### config.mk
export PLATFORM = sky130hd
export DESIGN_NAME = regfile_dump
export DESIGN_NICKNAME = d
export VERILOG_FILES = /design/src/rtl/regfile_dump.sv
export SDC_FILE = /design/constraint.sdc
export NUM_CORES = 1
export LEC_CHECK = 0
export CELL_PAD_IN_SITES_DETAIL_PLACEMENT = 0
export CELL_PAD_IN_SITES_GLOBAL_PLACEMENT = 2
export CORE_MARGIN = 1
export CORE_UTILIZATION = 30
export CTS_BUF_LIST = sky130_fd_sc_hd__clkbuf_2
export CTS_CLUSTER_SIZE = 24
export DETAILED_ROUTE_END_ITERATION = 12
export GPL_TIMING_DRIVEN = 0
export MAX_ROUTING_LAYER = met4
export PLACE_DENSITY = 0.9
export SLEW_MARGIN = 40
export SYNTH_ARGS = -nofsm -noshare
export SYNTH_HDL_FRONTEND = slang
export SYNTH_SLANG_ARGS = --single-unit
### constraint.sdc
create_clock -name clk -period 2.24 [get_ports clk]
set_input_delay 0.672 -clock clk [delete_from_list [all_inputs] [get_ports clk]]
set_output_delay 0.672 -clock clk [all_outputs]
set_load 0.005 [all_outputs]
### src/rtl/regfile_dump.sv
// regfile_dump: walks registers 0..NUM_REGS-1 through one regfile read port
// and streams them out as indexed beats on a valid/ready interface.
// Optional feature macro: REGFILE_DUMP_CKSUM_EN appends one XOR-checksum beat
// (out_idx=0, out_last=1) after the final register beat.

module regfile_dump #(
   parameter int unsigned ADDR_W   = 3,
   parameter int unsigned DATA_W   = 32,
   parameter int unsigned NUM_REGS = 8
) (
   input  logic              clk,
   input  logic              rst_n,
   input  logic              start,
   output logic [ADDR_W-1:0] rd_addr,
   input  logic [DATA_W-1:0] rd_data,
   output logic              out_valid,
   input  logic              out_ready,
   output logic [DATA_W-1:0] out_data,
   output logic [ADDR_W-1:0] out_idx,
   output logic              out_last,
   output logic              busy,
   output logic              done
);

   // Index of the final register beat; the counter stops here and never wraps.
   localparam logic [ADDR_W-1:0] LAST_IDX = ADDR_W'(NUM_REGS - 1);

`ifdef REGFILE_DUMP_CKSUM_EN
   typedef enum logic [2:0] {
      IDLE = 3'd0,
      LOAD = 3'd1,
      SEND = 3'd2,
      FIN  = 3'd3,
      CKLD = 3'd4
   } state_t;

   // Running XOR of every register word captured during the current dump.
   logic [DATA_W-1:0] cksum;
`else
   typedef enum logic [1:0] {
      IDLE = 2'd0,
      LOAD = 2'd1,
      SEND = 2'd2,
      FIN  = 2'd3
   } state_t;
`endif

   state_t            state;
   logic [ADDR_W-1:0] cnt;
   logic              hs;

   // Beat accepted by the sink at this edge.
   assign hs = out_valid && out_ready;

   // Dump sequencer: state, index counter and all registered outputs.
   always_ff @(posedge clk or negedge rst_n) begin
      if (!rst_n) begin
         state     <= IDLE;
         cnt       <= '0;
         rd_addr   <= '0;
         out_valid <= 1'b0;
         out_data  <= '0;
         out_idx   <= '0;
         out_last  <= 1'b0;
         busy      <= 1'b0;
         done      <= 1'b0;
`ifdef REGFILE_DUMP_CKSUM_EN
         cksum     <= '0;
`endif
      end else begin
         done <= 1'b0;
         case (state)
            IDLE: begin
               cnt     <= '0;
               rd_addr <= '0;
               if (start) begin
                  state <= LOAD;
                  busy  <= 1'b1;
`ifdef REGFILE_DUMP_CKSUM_EN
                  cksum <= '0;
`endif
               end
            end

            LOAD: begin
               // rd_addr already equals cnt, so rd_data is this beat's word
               out_data  <= rd_data;
               out_idx   <= cnt;
               out_valid <= 1'b1;
`ifdef REGFILE_DUMP_CKSUM_EN
               out_last  <= 1'b0;
               cksum     <= cksum ^ rd_data;
`else
               out_last  <= (cnt == LAST_IDX);
`endif
               state     <= SEND;
            end

            SEND: begin
               if (hs) begin
                  out_valid <= 1'b0;
                  if (out_last) begin
                     out_last <= 1'b0;
                     done     <= 1'b1;
                     state    <= FIN;
                  end
`ifdef REGFILE_DUMP_CKSUM_EN
                  else if (cnt == LAST_IDX) begin
                     state <= CKLD;
                  end
`endif
                  else begin
                     cnt     <= cnt + ADDR_W'(1);
                     rd_addr <= cnt + ADDR_W'(1);
                     state   <= LOAD;
                  end
               end
            end

`ifdef REGFILE_DUMP_CKSUM_EN
            CKLD: begin
               // checksum beat takes the place of a register load
               out_data  <= cksum;
               out_idx   <= '0;
               out_last  <= 1'b1;
               out_valid <= 1'b1;
               state     <= SEND;
            end
`endif

            FIN: begin
               busy    <= 1'b0;
               cnt     <= '0;
               rd_addr <= '0;
               state   <= IDLE;
            end

            default: begin
               state <= IDLE;
            end
         endcase
      end
   end

endmodule

==> results.ini <==
[outcome]
status = completed

[critical_path]
reg2regPathDepth = 5
r2r_start = state[1]
critPathRequiredTime_ps = 1570
cp_num_buf_inv = 1
start_kind = flop
rrSetupSlack_ps = 590
cpPeakStageDelay_ps = 540
critPathKind = reg -> out
startpoint = out_valid
critPathTopFamily = buffers and inverters
path_cells = clkdlybuf4s50_1
cp-endpoint = out_valid
crit_arrival_ps = 1410
reg2reg_to = out_data[16]
path_depth = 1
worst-path-max-fanout = 5
slowest_stage = clkdlybuf4s50_1
cp-end-kind = output port

[sta]
holdWs_ps = 105
max_freq_mhz = 481
slew_violations = 0
hold_violations = 0
post-route-period-util = 0.929
rsz0062_at_grt = false
finalCriticalPeriod_ps = 2080
relSlewSlack = 0.848
skew_ps = 9.98
setup-violations-final = 0
worstMarginPinSlew_ps = 229

[placed_design]
place_congestion = 0.684
port_buffers = 77
place_hpwl_mm = 2.70
placed_cells = 275
dpl-instance-area_um2 = 2730

[floorplan]
fp.dieH_um = 80.5
top_level_ports = 78
dieWidth_um = 80.5
dieArea_um2 = 6480
core_area_um2 = 5920
fp-row-count = 28
start_util = 0.312

[logic_synthesis]
synth_cell_types = 21
avgSynthCellArea_um2 = 15.1
yosysWarnings = 0
ys_seq_area_frac = 0.596
synth_cells = 122
synth-seq-cells = 44
synth_fp_nets = 166
netlist_area_um2 = 1850

[detailed_routing]
viasPerCell = 4.42
remaining_drc_errors = 0
firstDrtPassIters = 2
totalWireLength_mm = 3.68
drt_iter0_markers = 24
vias = 1243
ant_nets = 0
post_drt_wl_per_cell_um = 13.1

[clock_tree]
clkTransAtPathRegs_ps = 210
cts_setup_buffers = 0
cts_buffers = 5
clockRootBuffer = clkbuf_2
clkLatencyLatePin_ps = 380
cts_tree = yes
clockBufferDepth = 2
htree_num_levels = 2
clock-sinks = 44
cts-resized-gates = 0
cts_hold_buf = 0

[cells_and_area]
final_area_um2 = 2790
layout.nets = 251
fill_cells = 558
n_antenna_cell = 0
drive_gt1_frac = 0.243
area_delta_synth_final_pct = 50.7
finalNonFillerCells = 281

[min_path]
min_path_type = in -> async

[global_route]
grt_use_total = 0.122
grt_antenna_before_repair = 0
grt_max_degree = 31
grt_pass1_vias = 1226
grt-ovfl-total = 0
grt_pass1_wl_mm = 5.73

[flow_run]
drv_cap = 0

[power]
power_leakage_nw = 1.20
power_density_nw_per_um2 = 1330
peakVddDrop_mv = 0.523

==> cells in the mapped netlist, drive strengths merged <==
master / instances / area share
ha: 8 / 0.054
o21ai: 2 / 0.0054
inv: 5 / 0.010
mux2: 36 / 0.22
mux2i: 4 / 0.022
o32a: 1 / 0.0054
nand3b: 1 / 0.011
o2bb2ai: 1 / 0.0047
dfrtp: 44 / 0.60
o22ai: 1 / 0.0034
nand2: 5 / 0.010
nor2b: 2 / 0.0068
nand3: 1 / 0.0027
a21oi: 3 / 0.014
buf: 4 / 0.026
clkbuf: 1 / 0.0027
nor2: 3 / 0.0061
==> worst register-to-register path, cell delays in order (launching register included) <==
cell and delay [ps]:
dfrtp_1 470, inv_1 140, ha_1 250, buf_6 190
buf_6 170, mux2_2 340
==> flip-flops by register name, summed over array words and instances (netlist names) <==
signal and count:
cnt 3, state 2, done 1, out_data 32, out_idx 3, out_last 1, busy 1, out_valid 1
==> metal layers <==
| metal | vias to the layer above | track usage | share of wire |
|---|---|---|---|
| li1 | 590 | - | - |
| met1 | 596 | 0.149 | 0.46 |
| met2 | 52 | 0.188 | 0.45 |
| met3 | 5 | 0.0352 | 0.078 |
| met4 | 0 | 0.0536 | 0.018 |
| met5 | - | - | 0 |
==> layout by cell type, fill, tap and decap left out <==
cell / count
buf_8: 1
mux2_1: 1
nand2_1: 5
dfrtp_1: 44
buf_6: 3
mux2_2: 35
clkbuf_2: 6
o32a_1: 1
clkdlybuf4s50_1: 76
bufinv_16: 1
mux2i_1: 4
nand3_1: 1
a21oi_1: 2
o21ai_0: 1
nor2_1: 3
buf_4: 1
buf_12: 1
inv_1: 5
o21ai_1: 1
nor2b_1: 2
nand3b_4: 1
o2bb2ai_1: 1
a21oi_4: 1
o22ai_1: 1
ha_1: 8
==> power by group <==
group	leakage, nW	internal, W	total [W]	switching [W]
clock	0.0349	0.000177	0.000418	0.000241
combinational	0.634	0.00127	0.00190	0.000626
sequential	0.527	0.00118	0.00139	0.000214
==> through the flow <==
step	TNS (ps)	worst slack [ps]	util	total power, W
after floorplan	0	756	-	0.00236
after global placement	-34740	-792	0.458	0.00330
after detailed placement	0	210	0.461	0.00335
after CTS	0	105	0.470	0.00378
after global routing	0	45.7	0.470	0.00400
final	0	160	0.470	0.00371
==> how the worst min path moves through the flow <==
stage,end,cells after the start
floorplan,busy,0
global placement,busy,2
detailed placement,busy,2
CTS,out_idx[1],1
global route,state[1],1
finish,state[1],1
==> logic make-up after synthesis <==
logic type / count (synthesis) / synth area share
fa+ha+maj: 8 / 0.0542
compound gates: 8 / 0.0332
simple gates: 12 / 0.0366
flops: 44 / 0.596
buf+inv: 10 / 0.0393
mux: 40 / 0.241
==> cell type report <==
class,instances,area (um^2),area share
clock buffers,5,25.0,0.00898
multi-input cells,68,674,0.242
flip-flops and latches,44,1100,0.395
well taps,75,93.8,0.0337
repair buffers,78,788,0.283
inverters,5,18.8,0.00674
plain buffers,5,53.8,0.0193
clock inverters,1,30.0,0.0108
Power figures use the tool's default switching activity.
